## src/rtl/mau_controller_pkg.sv

```systemverilog
// Shared definitions for the MAU host-side controller: command op codes,
// memory target codes, controller FSM states and a target-to-strobe helper.
// Imported by mau_controller and mau_run_timer. The cpu top-level bench can
// import the same package so both agree on the encodings.
package mau_controller_pkg;

    // Host command op codes (cmd_op)
    typedef enum logic [1:0] {
        OP_WRITE  = 2'd0,
        OP_READ   = 2'd1,
        OP_RUN    = 2'd2,
        OP_STATUS = 2'd3
    } op_e;

    // Memory targets for WRITE/READ (cmd_target)
    typedef enum logic [1:0] {
        TGT_IM      = 2'd0,
        TGT_DM      = 2'd1,
        TGT_RF      = 2'd2,
        TGT_INVALID = 2'd3
    } target_e;

    // Controller FSM states
    typedef enum logic [2:0] {
        ST_IDLE  = 3'd0,
        ST_WRITE = 3'd1,
        ST_READ  = 3'd2,
        ST_RUN   = 3'd3,
        ST_RSP   = 3'd4
    } state_e;

    // One-hot write strobes {rf, dm, im} for a target; invalid target gives none
    function automatic logic [2:0] target_wren(input logic [1:0] target);
        logic [2:0] wren;
        wren = 3'b000;
        case (target)
            TGT_IM:  wren = 3'b001;
            TGT_DM:  wren = 3'b010;
            TGT_RF:  wren = 3'b100;
            default: wren = 3'b000;
        endcase
        return wren;
    endfunction

endpackage

```

## src/rtl/mau_run_timer.sv

```systemverilog
// Alive-cycle counter used while the CPU runs.
// Ports:
//   clk, rst        clock and synchronous active-high reset (count -> 0)
//   clear           load 1: the first alive cycle is cycle number 1
//   enable          advance the count by one
//   count           current alive-cycle number
//   limit_reached   count equals MAX_CYCLES
module mau_run_timer
    import mau_controller_pkg::*;
#(
    parameter logic [31:0] MAX_CYCLES = 32'd1000000
) (
    input  logic        clk,
    input  logic        rst,
    input  logic        clear,
    input  logic        enable,
    output logic [31:0] count,
    output logic        limit_reached
);

    // Clear loads 1 rather than 0 because it fires on the accept edge, so the
    // value seen during the first alive cycle is already that cycle's number.
    always_ff @(posedge clk) begin
        if (rst) begin
            count <= 32'd0;
        end else if (clear) begin
            count <= 32'd1;
        end else if (enable) begin
            count <= count + 32'd1;
        end
    end

    assign limit_reached = (count == MAX_CYCLES);

endmodule

```

## src/rtl/mau_controller.sv

```systemverilog
// Host-side initiator for the CPU memory-access (MAU) interface. Converts a
// valid/ready command stream into MAU cycles on IM/DM/RF while the CPU is
// parked, and runs the CPU (alive=1) until halt or timeout.
// Ports:
//   clk, rst                      clock, synchronous active-high reset
//   cmd_valid/cmd_ready           command handshake (accepted only in IDLE)
//   cmd_op, cmd_target            op code and memory target
//   cmd_address, cmd_data         byte address and write data
//   rsp_valid/rsp_ready           response handshake
//   rsp_data, rsp_err             read data / write echo / cycle count, error
//   mau_address, mau_write_data   shared MAU address and write data
//   mau_wren_im/dm/rf             per-memory write strobes
//   mau_read_data_im/dm/rf        per-memory read data
//   alive                         CPU run enable
//   halt                          CPU halt flag (valid while alive)
module mau_controller
    import mau_controller_pkg::*;
#(
    parameter int          READ_LATENCY = 1,
    parameter logic [31:0] MAX_CYCLES   = 32'd1000000
) (
    input  logic        clk,
    input  logic        rst,
    input  logic        cmd_valid,
    output logic        cmd_ready,
    input  logic [1:0]  cmd_op,
    input  logic [1:0]  cmd_target,
    input  logic [31:0] cmd_address,
    input  logic [31:0] cmd_data,
    output logic        rsp_valid,
    input  logic        rsp_ready,
    output logic [31:0] rsp_data,
    output logic        rsp_err,
    output logic [31:0] mau_address,
    output logic [31:0] mau_write_data,
    output logic        mau_wren_im,
    output logic        mau_wren_dm,
    output logic        mau_wren_rf,
    input  logic [31:0] mau_read_data_im,
    input  logic [31:0] mau_read_data_dm,
    input  logic [31:0] mau_read_data_rf,
    output logic        alive,
    input  logic        halt
);

    localparam int LAT_W = (READ_LATENCY > 1) ? $clog2(READ_LATENCY) : 1;
    localparam logic [LAT_W-1:0] LAT_LAST = LAT_W'(READ_LATENCY - 1);

    state_e           state, state_d;
    logic             alive_d;
    logic             rsp_valid_d;
    logic             rsp_err_d;
    logic [31:0]      rsp_data_d;
    logic [31:0]      mau_address_d;
    logic [31:0]      mau_write_data_d;
    logic [2:0]       wren_q, wren_d;
    logic [1:0]       target_q, target_d;
    logic [LAT_W-1:0] lat_cnt, lat_cnt_d;
    logic [31:0]      last_count, last_count_d;
    logic             timer_clear;
    logic             timer_enable;
    logic [31:0]      cyc;
    logic             timer_limit;
    logic [31:0]      read_data_sel;

    mau_run_timer #(
        .MAX_CYCLES (MAX_CYCLES)
    ) u_run_timer (
        .clk           (clk),
        .rst           (rst),
        .clear         (timer_clear),
        .enable        (timer_enable),
        .count         (cyc),
        .limit_reached (timer_limit)
    );

    assign cmd_ready      = (state == ST_IDLE) & ~rst;
    assign mau_wren_im    = wren_q[0];
    assign mau_wren_dm    = wren_q[1];
    assign mau_wren_rf    = wren_q[2];

    // Pick the read port of the memory latched at accept time
    always_comb begin
        read_data_sel = mau_read_data_rf;
        case (target_q)
            TGT_IM:  read_data_sel = mau_read_data_im;
            TGT_DM:  read_data_sel = mau_read_data_dm;
            default: read_data_sel = mau_read_data_rf;
        endcase
    end

    // Next-state and next-output logic. Every output is registered, so the
    // values computed here appear one cycle later; strobes default to 0 so a
    // write strobe lasts exactly the single WRITE cycle.
    always_comb begin
        state_d          = state;
        alive_d          = alive;
        rsp_valid_d      = rsp_valid;
        rsp_err_d        = rsp_err;
        rsp_data_d       = rsp_data;
        mau_address_d    = mau_address;
        mau_write_data_d = mau_write_data;
        wren_d           = 3'b000;
        target_d         = target_q;
        lat_cnt_d        = lat_cnt;
        last_count_d     = last_count;
        timer_clear      = 1'b0;
        timer_enable     = 1'b0;

        case (state)
            ST_IDLE: begin
                if (cmd_valid && cmd_ready) begin
                    case (cmd_op)
                        OP_WRITE, OP_READ: begin
                            if (cmd_target == TGT_INVALID) begin
                                state_d     = ST_RSP;
                                rsp_valid_d = 1'b1;
                                rsp_data_d  = 32'd0;
                                rsp_err_d   = 1'b1;
                            end else begin
                                target_d      = cmd_target;
                                mau_address_d = cmd_address;
                                lat_cnt_d     = '0;
                                if (cmd_op == OP_WRITE) begin
                                    state_d          = ST_WRITE;
                                    mau_write_data_d = cmd_data;
                                    wren_d           = target_wren(cmd_target);
                                end else begin
                                    state_d = ST_READ;
                                end
                            end
                        end
                        OP_RUN: begin
                            // MAU lines go quiet while the CPU owns the memories
                            state_d          = ST_RUN;
                            alive_d          = 1'b1;
                            mau_address_d    = 32'd0;
                            mau_write_data_d = 32'd0;
                            timer_clear      = 1'b1;
                        end
                        default: begin
                            state_d     = ST_RSP;
                            rsp_valid_d = 1'b1;
                            rsp_data_d  = last_count;
                            rsp_err_d   = 1'b0;
                        end
                    endcase
                end
            end

            ST_WRITE: begin
                state_d     = ST_RSP;
                rsp_valid_d = 1'b1;
                rsp_data_d  = mau_write_data;
                rsp_err_d   = 1'b0;
            end

            ST_READ: begin
                if (lat_cnt == LAT_LAST) begin
                    state_d     = ST_RSP;
                    rsp_valid_d = 1'b1;
                    rsp_data_d  = read_data_sel;
                    rsp_err_d   = 1'b0;
                end else begin
                    lat_cnt_d = lat_cnt + LAT_W'(1);
                end
            end

            ST_RUN: begin
                // Halt is checked first so a halt on the limit cycle is a success
                if (halt) begin
                    state_d      = ST_RSP;
                    alive_d      = 1'b0;
                    rsp_valid_d  = 1'b1;
                    rsp_data_d   = cyc;
                    rsp_err_d    = 1'b0;
                    last_count_d = cyc;
                end else if (timer_limit) begin
                    state_d     = ST_RSP;
                    alive_d     = 1'b0;
                    rsp_valid_d = 1'b1;
                    rsp_data_d  = MAX_CYCLES;
                    rsp_err_d   = 1'b1;
                end else begin
                    timer_enable = 1'b1;
                end
            end

            ST_RSP: begin
                if (rsp_ready) begin
                    state_d     = ST_IDLE;
                    rsp_valid_d = 1'b0;
                end
            end

            default: begin
                state_d = ST_IDLE;
            end
        endcase
    end

    // State and output registers; reset also drops alive on the same edge
    always_ff @(posedge clk) begin
        if (rst) begin
            state          <= ST_IDLE;
            alive          <= 1'b0;
            rsp_valid      <= 1'b0;
            rsp_err        <= 1'b0;
            rsp_data       <= 32'd0;
            mau_address    <= 32'd0;
            mau_write_data <= 32'd0;
            wren_q         <= 3'b000;
            target_q       <= 2'd0;
            lat_cnt        <= '0;
            last_count     <= 32'd0;
        end else begin
            state          <= state_d;
            alive          <= alive_d;
            rsp_valid      <= rsp_valid_d;
            rsp_err        <= rsp_err_d;
            rsp_data       <= rsp_data_d;
            mau_address    <= mau_address_d;
            mau_write_data <= mau_write_data_d;
            wren_q         <= wren_d;
            target_q       <= target_d;
            lat_cnt        <= lat_cnt_d;
            last_count     <= last_count_d;
        end
    end

endmodule
```

## config.mk

```make
export PLATFORM = sky130hd
export DESIGN_NAME = mau_controller
export DESIGN_NICKNAME = d
export VERILOG_FILES = /design/src/rtl/mau_controller_pkg.sv /design/src/rtl/mau_run_timer.sv /design/src/rtl/mau_controller.sv
export SDC_FILE = /design/constraint.sdc
export NUM_CORES = 1
export LEC_CHECK = 0
export CORE_MARGIN = 2
export CORE_UTILIZATION = 46
export DETAILED_ROUTE_END_ITERATION = 8
export PLACE_DENSITY_LB_ADDON = 0.2
export SLEW_MARGIN = 20
export SYNTH_ARGS = -nofsm -noshare
export SYNTH_HDL_FRONTEND = slang
export SYNTH_SLANG_ARGS = --single-unit
```

## constraint.sdc

```tcl
create_clock -name clk -period 2.26 [get_ports clk]
set_input_delay 0.339 -clock clk [delete_from_list [all_inputs] [get_ports clk]]
set_output_delay 0.339 -clock clk [all_outputs]
set_load 0.02 [all_outputs]
```

# Yosys cells after proc, flatten, opt, wreduce, memory -nomap -nowiden
# Cells that the tools add are included.
[totals] ff_bits=172 inputBits=169 output_inout_bits=103
[classes] add_sub_neg=2 n_eq_ne=22 n_mux=54 n_bitwise=7 n_reduce_logical=23
[ops] operator="32-bit two-way mux" n=8
[ops] operator="32-bit one-hot mux with 2 select lines" n=4
[ops] operator="32-bit one-hot mux with 4 select lines" n=1
[ops] operator="32-bit by 1-bit adder with 32-bit output (second input constant)" n=1
[ops] operator="32-bit by 20-bit equality test with 1-bit output (second input constant)" n=1
[ops] operator="1-bit two-way mux" n=25
[ops] operator="4-bit AND reduction" n=5
[ops] operator="3-bit two-way mux" n=6
[ops] operator="3-bit one-hot mux with 5 select lines" n=1
[ops] operator="2-bit inequality test (second input constant)" n=6
[ops] operator="3-bit one-hot mux with 3 select lines" n=1
[ops] operator="1-bit one-hot mux with 2 select lines" n=4
[ops] operator="2-bit nonzero test" n=4
[ops] operator="7-bit AND reduction" n=1
[ops] operator="2-bit by 1-bit equality test with 1-bit output (second input constant)" n=3
[ops] operator="2-bit equality test (second input constant)" n=3
[ops] operator="3-bit by 2-bit equality test with 1-bit output (second input constant)" n=2
[ops] operator="2-bit logical NOT" n=3
[ops] operator="2-bit by 1-bit inequality test with 1-bit output (second input constant)" n=3
[ops] operator="3-bit inequality test (second input constant)" n=2
[ops] operator="1-bit NOT" n=6
[ops] operator="3-bit one-hot mux with 2 select lines" n=1
[ops] operator="6-bit AND reduction" n=1
[ops] operator="6-bit OR reduction" n=1
[ops] operator="14 further kinds" n=15

# Depth between registers and ports, before layout
# Gate-level depths: netlist of run 1.
[logic_depth] depth_word=6 depth_mapped=9 ltp_nobuf=7

# Modules after synthesis
# Synthesis of run 1 repeated with hierarchy kept, for this count alone.
[unflattened] hier_cells=1016 hier_area_um2=8252.9
[by_module_without_submodules] mod="mau_controller" n_inst=1 cells_each=827 area_each_um2=6667.6 seq_area_each_um2=2782.7
[by_module_without_submodules] mod="mau_run_timer" n_inst=1 cells_each=189 area_each_um2=1585.3 seq_area_each_um2=640.6

# Worst setup path before layout of run 1
# OpenSTA, ideal clock, no wires.
[synth_timing] path_kind="reg-to-reg" start="register state[0]" end="register mau_address[10]" setup_time_ns=0.128 arrival_ns=1.804 t_required_ns=2.132 path_slack_ns=0.328 stages_incl_launch_ff=9 path_buffers=2 synth_period_minus_slack_ns=1.932 path_cell_list="dfxtp_1 > or4_4 > inv_2 > and3_1 > buf_2 > nor2_1 > buf_2 > a22oi_1 > nor2_1"
[synth_via] elab_chain_cells=4
[synth_lines] item="start, declared" line="mau_controller.sv:49" text="state_e state, state_d;"
[synth_lines] item="start signal, assigned" line="mau_controller.sv:217" text="state <= state_d;"
[synth_lines] item="3-bit logical NOT" line="mau_controller.sv:77" text="assign cmd_ready = (state == ST_IDLE) & ~rst;"
[synth_lines] item="1-bit bitwise AND" line="mau_controller.sv:77"
[synth_lines] item="via cmd_ready" line="mau_controller.sv:25" text="output logic cmd_ready,"
[synth_lines] item="1-bit logical AND" line="mau_controller.sv:112" text="if (cmd_valid && cmd_ready) begin"
[synth_lines] item="4-bit AND reduction (no source line)"
[synth_lines] item="end signal, assigned" line="mau_controller.sv:222" text="mau_address <= mau_address_d;"
[synth_lines] item="end, declared" line="mau_controller.sv:34" text="output logic [31:0] mau_address,"
# The timed path passes the listed nets, and every way through them passes these cells.
# A chain may end at the register's enable or synchronous reset.

# Worst setup path after layout of run 1
[layout_timing] start="register u_run_timer.count[0]" end="register rsp_data[6]"
[layout_via] elab_chain_cells=3
[layout_lines] item="start, declared" line="mau_run_timer.sv:17" text="output logic [31:0] count,"
[layout_lines] item="start signal, assigned" line="mau_run_timer.sv:29" text="count <= count + 32'd1;"
[layout_lines] item="32-bit by 20-bit equality test with 1-bit output" line="mau_run_timer.sv:33" text="assign limit_reached = (count == MAX_CYCLES);"
[layout_lines] item="3-bit inequality test (no source line)"
[layout_lines] item="6-bit AND reduction (no source line)"
[layout_lines] item="end signal, assigned" line="mau_controller.sv:221" text="rsp_data <= rsp_data_d;"
[layout_lines] item="end, declared" line="mau_controller.sv:32" text="output logic [31:0] rsp_data,"
# No other way between the ends.

==> results of run 1 <==
==> cell families (layout without fill, tap and decap cells) <==
kind of cell	Yosys count	after routing	synth area share, %
simple gates	356	356	21.3
compound gates	297	297	23.4
flops	171	171	41.7
buf+inv	143	408	7.08
mux	36	36	4.39
xor+xnor	17	17	1.81
fa+ha+maj	2	2	0.305
==> Yosys cell counts (all sizes together) (10+ instances only) <==
cell type  number  area share, %
a211oi         28            2.6
a21oi         106            6.5
a221oi         39            4.2
a22oi          32            2.9
a31oi          10           0.76
and3           30            2.3
buf            30            1.9
clkbuf         64            2.9
dfxtp         171             42
inv            48            2.2
mux2i          36            4.4
nand2         153            7.0
nand3          49            3.0
nand4          16            1.4
nor2           53            2.4
nor4           10            1.2
o21ai          49            3.1
o2bb2ai        25            2.7
xnor2          10            1.1
==> state kept, by name (all words and copies together) (netlist names) <==
signal	flops
rsp_data	32
target_q	2
rsp_err	1
mau_write_data	32
u_run_timer.count	32
state	3
last_count	32
alive	1
rsp_valid	1
wren_q	3
mau_address	32
==> cell type report <==
class | instances | area [sq um] | area share, %
flip-flops and latches | 171 | 3430 | 28.5
clock inverters | 12 | 185 | 1.54
inverters | 49 | 184 | 1.53
clock buffers | 20 | 467 | 3.88
multi-input cells | 708 | 4230 | 35.1
well taps | 225 | 282 | 2.34
repair buffers | 327 | 3250 | 27.1
==> metrics by stage <==
stage | instances | utilization [%]
6_report | 1512 | 69.3
3_3_place_gp | 1480 | 65.4
2_1_floorplan | 1022 | -
5_1_grt | 1512 | 69.3
4_1_cts | 1512 | 69.2
3_5_place_dp | 1480 | 65.5
==> power breakdown <==
part           internal (W)  switching (W)  total (W)
Sequential          0.00310      0.0000562    0.00316
Clock               0.00195        0.00123    0.00318
Combinational      0.000595       0.000551    0.00115
==> worst min-delay path by stage <==
stage	end	cells past startpoint	from
2_1_floorplan	wren_q[1]	1	cmd_target[1]
3_3_place_gp	rsp_valid	2	rsp_valid
3_5_place_dp	last_count[10]	2	last_count[10]
4_1_cts	last_count[10]	2	last_count[10]
5_1_grt	last_count[24]	2	last_count[24]
6_report	rsp_valid	2	rsp_valid
==> layer usage <==
metal | wire [microns] | vias up | share of wire (%)
li1 | - | 4165 | -
met1 | 11600 | 3981 | 44
met2 | 12300 | 393 | 46
met3 | 2450 | 28 | 9.2
met4 | 309 | 0 | 1.2
met5 | 0 | - | 0
==> what timing repair did <==
item | 4_1_cts | 5_1_grt
gates resized for setup | 0 | 1
endpoints found under the setup margin | 0 | 13
hold buffers | 0 | 0
==> critical path, cell delays in order, from the launching register on <==
cell and delay (ps):
sky130_fd_sc_hd__dfxtp_1 390, sky130_fd_sc_hd__inv_1 110, sky130_fd_sc_hd__ha_1 170, sky130_fd_sc_hd__nor4b_2 220, sky130_fd_sc_hd__nand3_1 170, sky130_fd_sc_hd__nor3_2 240, sky130_fd_sc_hd__o21ai_2 130, sky130_fd_sc_hd__buf_12 190
sky130_fd_sc_hd__a221oi_1 320
==> layout by cell type (no fill, tap or decap), types with 7 or more instances in the layout <==
cell type                         netlist  layout
sky130_fd_sc_hd__mux2i_1               36      36
sky130_fd_sc_hd__o2bb2ai_1             25      25
sky130_fd_sc_hd__a22oi_1               32      32
sky130_fd_sc_hd__buf_12                 0      10
sky130_fd_sc_hd__a31oi_1               10      10
sky130_fd_sc_hd__o21ai_0               47      47
sky130_fd_sc_hd__nor4_1                 7       7
sky130_fd_sc_hd__nand4_1               15      15
sky130_fd_sc_hd__or3_1                  7       7
sky130_fd_sc_hd__xor2_1                 7       7
sky130_fd_sc_hd__nand2b_1               7       7
sky130_fd_sc_hd__inv_1                 47      47
sky130_fd_sc_hd__dfxtp_1              171     169
sky130_fd_sc_hd__clkdlybuf4s50_1        0     269
sky130_fd_sc_hd__nor2_1                53      52
sky130_fd_sc_hd__nand2_1              152     152
sky130_fd_sc_hd__a221oi_1              39      39
sky130_fd_sc_hd__nand3_1               49      49
sky130_fd_sc_hd__a211oi_1              28      28
sky130_fd_sc_hd__buf_4                  3      48
sky130_fd_sc_hd__xnor2_1               10      10
sky130_fd_sc_hd__and3_1                30      30
sky130_fd_sc_hd__clkbuf_16              0      17
sky130_fd_sc_hd__a21oi_1              106     106
==> run_results.csv, run 1 <==
group,metric,value,unit
logic_synthesis,synthesis.yosys.warnings,0,
setup_path,r2r_slack,200,ps
detailed_routing,antenna_left,0,
detailed_routing,detail_route.first_pass.iterations,5,
floorplanning,pin_count,272,
timing,min_period_over_period,90.9,%
detailed_routing,finalWirelength,26600,microns
clocking,clk_transition_reported_paths,70,ps
final_layout,antenna_cells_inserted,0,
worst_hold_path,worst_hold_path_type,"reg -> reg",
logic_synthesis,post_synthesis_average_cell_area,8.03,sq um
detailed_routing,avgRoutedWirePerCell,17.6,microns
setup_path,cp.arrival,2380,ps
floorplanning,chipHeight,138,microns
global_route,track_usage,27.5,%
floorplanning,die_x,138,microns
timing,transition_time_at_the_pin_with_the_least_slew_margin,722,ps
setup_path,setup.worst_path.start_class,"flip-flop",
global_route,wire_length_of_the_first_global_routing_pass,40900,microns
floorplanning,start_util,47.3,%
timing,min_period,2060,ps
clocking,numCtsBuffers,17,
setup_path,critPathKind,"reg -> reg",
clocking,cts_max_path_buffers,2,
logic_synthesis,syn-instance-count,1022,
final_layout,flow.area_growth_from_synthesis,46.4,%
final_layout,layout_cells_sized_above_1,8.47,%
floorplanning,rows,48,
clocking,post-cts-setup-buffer-count,0,
setup_path,critical_path.reg2reg.startpoint,"u_run_timer.count[0]",
logic_synthesis,async_flop_share,0,%
global_route,gr-usage-met3,6.14,%
global_route,top_usage_layer,"met2",
global_route,met2_usage,45.4,%
placement,finalWeightedCongestion,0.911,
final_layout,fillerInstances,1413,
setup_path,reg2reg_depth,8,
timing,timing.hold.ws,453,ps
final_layout,design.final.nets,1445,
detailed_routing,initialDrtViolationCount,672,
detailed_routing,detail_route.drc_violations,0,
floorplanning,design.die.area,18900,sq um
pwr,max-vdd-ir-drop,0.000555,V
global_route,grt_use_met1,36.3,%
clocking,cts.root.buffer_cell,"sky130_fd_sc_hd__clkbuf_16",
clocking,clkSinkCount,171,
timing,slew_violations,0,
timing,rsz0062_at_grt,"false",
placement,postPlaceCellArea,11400,sq um
setup_path,critPathLaunch,"u_run_timer.count[0]",
setup_path,crit_path_end_kind,"flip-flop",
setup_path,worstPathRequired,2580,ps
pwr,p_leak,4.16,nW
detailed_routing,vias_per_cell,5.67,
setup_path,endpoint,"rsp_data[6]",
timing,postLayoutSetupSlackWorst,205,ps
timing,clock_skew,10.3,ps
placement,hpwlAfterDp,18600,microns
flow_run,drv.max_cap_violation_count,0,
timing,final-setup-viol-count,0,
logic_synthesis,yosys_register_bits,171,
placement,buffer_ports.inserted,271,
floorplanning,design.core.area,17400,sq um
logic_synthesis,synth.lib_cells_used.distinct,54,
pwr,fin_total_pwr,0.00749,W
clocking,worst_skew_pair.late_latency,430,ps
logic_synthesis,synth_flop_cell,"sky130_fd_sc_hd__dfxtp_1",
logic_synthesis,post_synth_instance_area,8210,sq um
timing,worst_slew_margin_rel,51.7,%
final_layout,cell_area_after_layout,12000,sq um
global_route,initial_antenna_violation_count,0,
pwr,power_density,623,nW/um^2
clocking,h-tree-depth,4,
global_route,grt_start_max_net_pins,140,
timing,max_clock_freq,0.487,GHz
global_route,global_route.overflow_total,0,
logic_synthesis,syn_nets,1193,
setup_path,r2r_end,"rsp_data[6]",
outcome,outcome,"finished, final reports clean",
setup_path,critical_path_peak_fanout,33,
clocking,tritoncts,"yes",
global_route,grt_pass1_vias,7997,
timing,tns,0,ps
timing,finalHoldViolCount,0,
logic_synthesis,synth.yosys.seq_area_share,41.7,%
placement,placement.setup.worst_slack,-3.56,ps
logic_synthesis,synth-edff-count,0,
detailed_routing,vias,8567,
Power figures use the tool's default switching activity.
==> inputs of run 2 (changes only) <==
CELL_PAD_IN_SITES_DETAIL_PLACEMENT = 1   (was unset)
CELL_PAD_IN_SITES_GLOBAL_PLACEMENT = 1   (was unset)
CORE_UTILIZATION = 33   (was 46)
SLEW_MARGIN = unset   (was 20)
==> run_results.csv, run 2 (same netlist as run 1, synthesis figures left out) <==
group,metric,value,unit
placement,placement.setup.worst_slack,-111,ps
floorplanning,rows,57,
timing,rsz0062_at_grt,"false",
setup_path,crit_chain,"or4_4, inv_2, buf_4",
detailed_routing,avgRoutedWirePerCell,19.5,microns
floorplanning,pin_count,272,
placement,buffer_ports.inserted,271,
final_layout,flow.area_growth_from_synthesis,48.5,%
timing,slew_violations,0,
pwr,power_density,600,nW/um^2
timing,postLayoutSetupSlackWorst,119,ps
flow_run,drv.max_cap_violation_count,0,
detailed_routing,antenna_left,0,
detailed_routing,initialDrtViolationCount,448,
final_layout,layout_cells_sized_above_1,9.15,%
timing,max_clock_freq,0.467,GHz
global_route,grt_start_max_net_pins,95,
global_route,initial_antenna_violation_count,0,
setup_path,setup.worst_path.start_class,"flip-flop",
setup_path,cp_top_family,"simple AND/OR/NAND/NOR gates",
setup_path,critPathKind,"reg -> out",
floorplanning,chipHeight,162,microns
timing,worst_slew_margin_rel,52.3,%
worst_hold_path,worst_hold_path_type,"reg -> reg",
timing,min_period,2140,ps
timing,min_period_over_period,94.7,%
clocking,cts.root.buffer_cell,"sky130_fd_sc_hd__clkbuf_16",
global_route,track_usage,23.8,%
pwr,fin_total_pwr,0.00732,W
final_layout,cell_area_after_layout,12200,sq um
setup_path,critical_path_peak_fanout,7,
timing,timing.hold.ws,456,ps
detailed_routing,detail_route.first_pass.iterations,5,
detailed_routing,vias_per_cell,5.39,
pwr,max-vdd-ir-drop,0.000361,V
placement,hpwlAfterDp,23100,microns
final_layout,layout.cells.most_common,"sky130_fd_sc_hd__clkdlybuf4s50_1",
clocking,h-tree-depth,4,
final_layout,antenna_cells_inserted,0,
timing,finalHoldViolCount,0,
setup_path,crit_path_end_kind,"primary output",
pwr,p_leak,4.22,nW
floorplanning,die_x,162,microns
setup_path,critPathMaxStageDelay,620,ps
global_route,wire_length_of_the_first_global_routing_pass,49600,microns
setup_path,worstPathRequired,1920,ps
placement,finalWeightedCongestion,0.840,
clocking,tritoncts,"yes",
floorplanning,design.core.area,24400,sq um
timing,clock_skew,10.6,ps
global_route,grt_pass1_vias,9016,
clocking,numCtsBuffers,17,
floorplanning,design.die.area,26200,sq um
clocking,cts_max_path_buffers,2,
final_layout,design.final.nets,1459,
detailed_routing,detail_route.drc_violations,0,
timing,transition_time_at_the_pin_with_the_least_slew_margin,714,ps
final_layout,most_frequent_cells_in_the_layout,"269 x sky130_fd_sc_hd__clkdlybuf4s50_1, 169 x sky130_fd_sc_hd__dfxtp_1, 152 x sky130_fd_sc_hd__nand2_1",
setup_path,critPathBufInv,2,
placement,postPlaceCellArea,11600,sq um
final_layout,post-route-util,50.0,%
timing,final-setup-viol-count,0,
setup_path,timing.critical_path.slowest_stage_cell,"sky130_fd_sc_hd__or4_4",
clocking,clk_transition_reported_paths,60,ps
clocking,post-cts-setup-buffer-count,0,
outcome,outcome,"finished, final reports clean",
clocking,clkSinkCount,171,
global_route,global_route.overflow_total,0,
clocking,worst_skew_pair.late_latency,430,ps
setup_path,cp.arrival,1800,ps
detailed_routing,vias,8761,
setup_path,r2r_slack,160,ps
floorplanning,start_util,33.7,%
detailed_routing,finalWirelength,31700,microns
[run 2: cell count changes in the layout (fill, tap and decap cells not counted), sizes merged]
cell | before | now
clkbuf | 20 | 23
buf | 58 | 72
clkinvlp | 1 | 2
bufinv | 4 | 2
inv | 51 | 49
[run 2: cell type report]
class                           instances  area [sq um]
Clock inverter                          9           111
Inverter                               49           184
Sequential cell                       171          3430
Clock buffer                           23           478
Multi-Input combinational cell        708          4220
Timing Repair Buffer                  341          3370
Fill cell                            2884         12200
Tap cell                              324           405
[run 2: path summary, 6_finish.rpt]
path                      start                    end  cells past startpoint
hold reg to reg   last_count[8]          last_count[8]                      2
setup / recovery       state[0]              cmd_ready                      3
setup reg to reg       state[2]  u_run_timer.count[19]                      7
hold / removal    last_count[8]          last_count[8]                      2
[run 2: power by group]
part | leakage (nW) | total, W | switching [W] | internal [W]
combinational | 2.55 | 0.00116 | 0.000563 | 0.000601
sequential | 1.39 | 0.00317 | 0.0000625 | 0.00310
clock | 0.284 | 0.00299 | 0.00127 | 0.00172
total | 4.22 | 0.00732 | 0.00189 | 0.00543
[run 2: tightest hold or removal path: stages (launching register included)]
cell,delay [ps]
sky130_fd_sc_hd__dfxtp_1,310
sky130_fd_sc_hd__nand2_1,50
sky130_fd_sc_hd__a21oi_1,50
[run 2: through the flow]
stage,TNS (ps),cells
6_report,0,1625
5_1_grt,0,1625
4_1_cts,0,1625
3_5_place_dp,-115,1593
3_3_place_gp,0,1593
2_1_floorplan,0,1022
[run 2: per-layer routing]
| layer | global-route usage [%] | vias to the layer above | routed length (microns) | part of all wire, % |
|---|---|---|---|---|
| met4 | 6.19 | 0 | 369 | 1.2 |
| met2 | 38.0 | 269 | 14300 | 45 |
| li1 | - | 4186 | - | - |
| met1 | 33.0 | 4279 | 15100 | 48 |
| met3 | 4.62 | 27 | 1970 | 6.2 |
| met5 | 0 | - | 0 | 0 |
[run 2: repair_timing]
| action | CTS | global route |
|---|---|---|
| endpoints found under the setup margin | 0 | 3 |
| hold buffers | 0 | 0 |
| gates resized for setup | 0 | 1 |
==> inputs of run 3 (changes only) <==
CORE_MARGIN = 5   (was 2)
RECOVER_POWER = 25   (was unset)
==> run_results.csv, run 3 (same netlist as run 1, synthesis figures left out) <==
group,metric,value,unit
detailed_routing,detail_route.first_pass.iterations,4,
timing,slew_violations,0,
detailed_routing,antenna_left,0,
clocking,tritoncts,"yes",
floorplanning,rows,57,
clocking,cts_max_path_buffers,2,
flow_run,drv.max_cap_violation_count,0,
placement,finalWeightedCongestion,0.866,
detailed_routing,met3_length,2160,microns
setup_path,worstPathRequired,1920,ps
setup_path,critical_path_peak_fanout,7,
detailed_routing,route.met2.wl,14800,microns
final_layout,antenna_cells_inserted,0,
clocking,clk_transition_reported_paths,70,ps
timing,max_clock_freq,0.473,GHz
detailed_routing,avgRoutedWirePerCell,19.9,microns
global_route,grt_start_max_net_pins,124,
clocking,h-tree-depth,4,
setup_path,critPathBufInv,2,
placement,buffer_ports.inserted,271,
final_layout,register_area,3430,sq um
pwr,switching_power,0.00186,W
pwr,p_leak,4.44,nW
placement,hpwlAfterDp,23600,microns
setup_path,cp_top_family,"simple AND/OR/NAND/NOR gates",
timing,worst_slew_margin_rel,53.7,%
global_route,global_route.overflow_total,0,
clocking,post_cts.resized_instances,0,
setup_path,crit_chain,"or4_4, inv_2, buf_4",
global_route,grt_pass1_vias,8875,
clocking,numCtsBuffers,17,
placement,postPlaceCellArea,11600,sq um
global_route,wire_length_of_the_first_global_routing_pass,50700,microns
setup_path,crit_path_end_kind,"primary output",
floorplanning,design.die.area,28100,sq um
timing,finalHoldViolCount,0,
clocking,clkSinkCount,171,
clocking,cts.root.buffer_cell,"sky130_fd_sc_hd__clkbuf_16",
global_route,initial_antenna_violation_count,0,
detailed_routing,highest-signal-layer,"met4",
timing,timing.hold.ws,381,ps
final_layout,most_frequent_cells_in_the_layout,"201 x sky130_fd_sc_hd__clkdlybuf4s50_1, 169 x sky130_fd_sc_hd__dfxtp_1, 152 x sky130_fd_sc_hd__nand2_1",
pwr,power_density,618,nW/um^2
setup_path,timing.critical_path.slowest_stage_cell,"sky130_fd_sc_hd__or4_4",
floorplanning,start_util,33.7,%
global_route,track_usage,22.3,%
timing,rsz0062_at_grt,"false",
outcome,outcome,"finished, final reports clean",
worst_hold_path,worst_hold_path_type,"in -> reg",
detailed_routing,finalWirelength,32200,microns
final_layout,multiInputGateArea,4210,sq um
detailed_routing,vias_per_cell,5.38,
clocking,cts_hold_repair.buffers,0,
floorplanning,die_x,168,microns
pwr,power_frac_comb,15.1,%
final_layout,layout_cells_sized_above_1,9.03,%
setup_path,setup.worst_path.start_class,"flip-flop",
final_layout,flow.area_growth_from_synthesis,48.7,%
final_layout,cell_area_after_layout,12200,sq um
detailed_routing,detail_route.drc_violations,0,
pwr,p_clk_share,43.0,%
timing,final-setup-viol-count,0,
timing,min_period_over_period,93.6,%
setup_path,critPathMaxStageDelay,620,ps
final_layout,fillerInstances,2888,
detailed_routing,vias,8709,
timing,tns,0,ps
detailed_routing,detail_route.wirelength.met1,14900,microns
floorplanning,pin_count,272,
pwr,intPower,0.00568,W
clocking,post-cts-setup-buffer-count,0,
detailed_routing,initialDrtViolationCount,481,
pwr,seq_power_share,41.9,%
pwr,max-vdd-ir-drop,0.000464,V
timing,transition_time_at_the_pin_with_the_least_slew_margin,694,ps
floorplanning,chipHeight,168,microns
pwr,switching_share,24.6,%
timing,clock_skew,11.6,ps
final_layout,layout.cells.most_common,"sky130_fd_sc_hd__clkdlybuf4s50_1",
setup_path,cp.arrival,1780,ps
floorplanning,design.core.area,24400,sq um
timing,min_period,2120,ps
final_layout,design.final.nets,1456,
setup_path,critPathKind,"reg -> out",
clocking,worst_skew_pair.late_latency,430,ps
run 3: per-layer routing:
metal | global-route usage [%] | vias up
li1 | - | 4179
met3 | 5.73 | 22
met4 | 4.98 | 0
met2 | 35.1 | 260
met1 | 30.8 | 4248
met5 | 0 | -
run 3: power by group through the flow:
stage               logic [W]  clock network (W)  registers, W
CTS                   0.00117            0.00331       0.00316
detailed placement    0.00116                  0       0.00323
global placement      0.00114                  0       0.00323
finish                0.00114            0.00324       0.00316
floorplan            0.000391                  0       0.00332
global route          0.00122            0.00343       0.00317
run 3: worst reg2reg max path, stage by stage (launching register included):
cell and delay (ps):
sky130_fd_sc_hd__dfxtp_1 400, sky130_fd_sc_hd__or4_4 620, sky130_fd_sc_hd__inv_2 160, sky130_fd_sc_hd__and3_1 260, sky130_fd_sc_hd__nor2_2 70, sky130_fd_sc_hd__buf_12 180
sky130_fd_sc_hd__a22oi_1 180, sky130_fd_sc_hd__nor2_1 60
run 3: area by class of cell:
class | count | area share (%)
inverter | 49 | 1.51
sequential | 171 | 28.1
clock inverter | 11 | 1.57
clock buffer | 19 | 3.71
timing repair buffer | 338 | 27.3
multi-input combinational | 708 | 34.5
tap | 324 | 3.32
run 3: worst paths after layout:
path / start / to / slack [ps] / cells past startpoint
worst max-delay path: state[0] / cmd_ready / 140 / 3
worst min-delay path: rst / mau_write_data[29] / 380 / 3
worst min register to register: rsp_valid / rsp_valid / 440 / 2
worst max register to register: state[0] / mau_address[27] / 200 / 7
run 3: per-stage QoR:
| step | setup WS [ps] | std cells | utilization [%] | power [W] |
|---|---|---|---|---|
| 2_1_floorplan | 328 | 1022 | - | 0.00371 |
| 3_3_place_gp | -27.3 | 1590 | 47.4 | 0.00437 |
| 3_5_place_dp | -48.5 | 1590 | 47.4 | 0.00439 |
| 4_1_cts | 138 | 1620 | 50.1 | 0.00764 |
| 5_1_grt | 39.7 | 1620 | 50.1 | 0.00782 |
| 6_report | 145 | 1620 | 50.1 | 0.00754 |
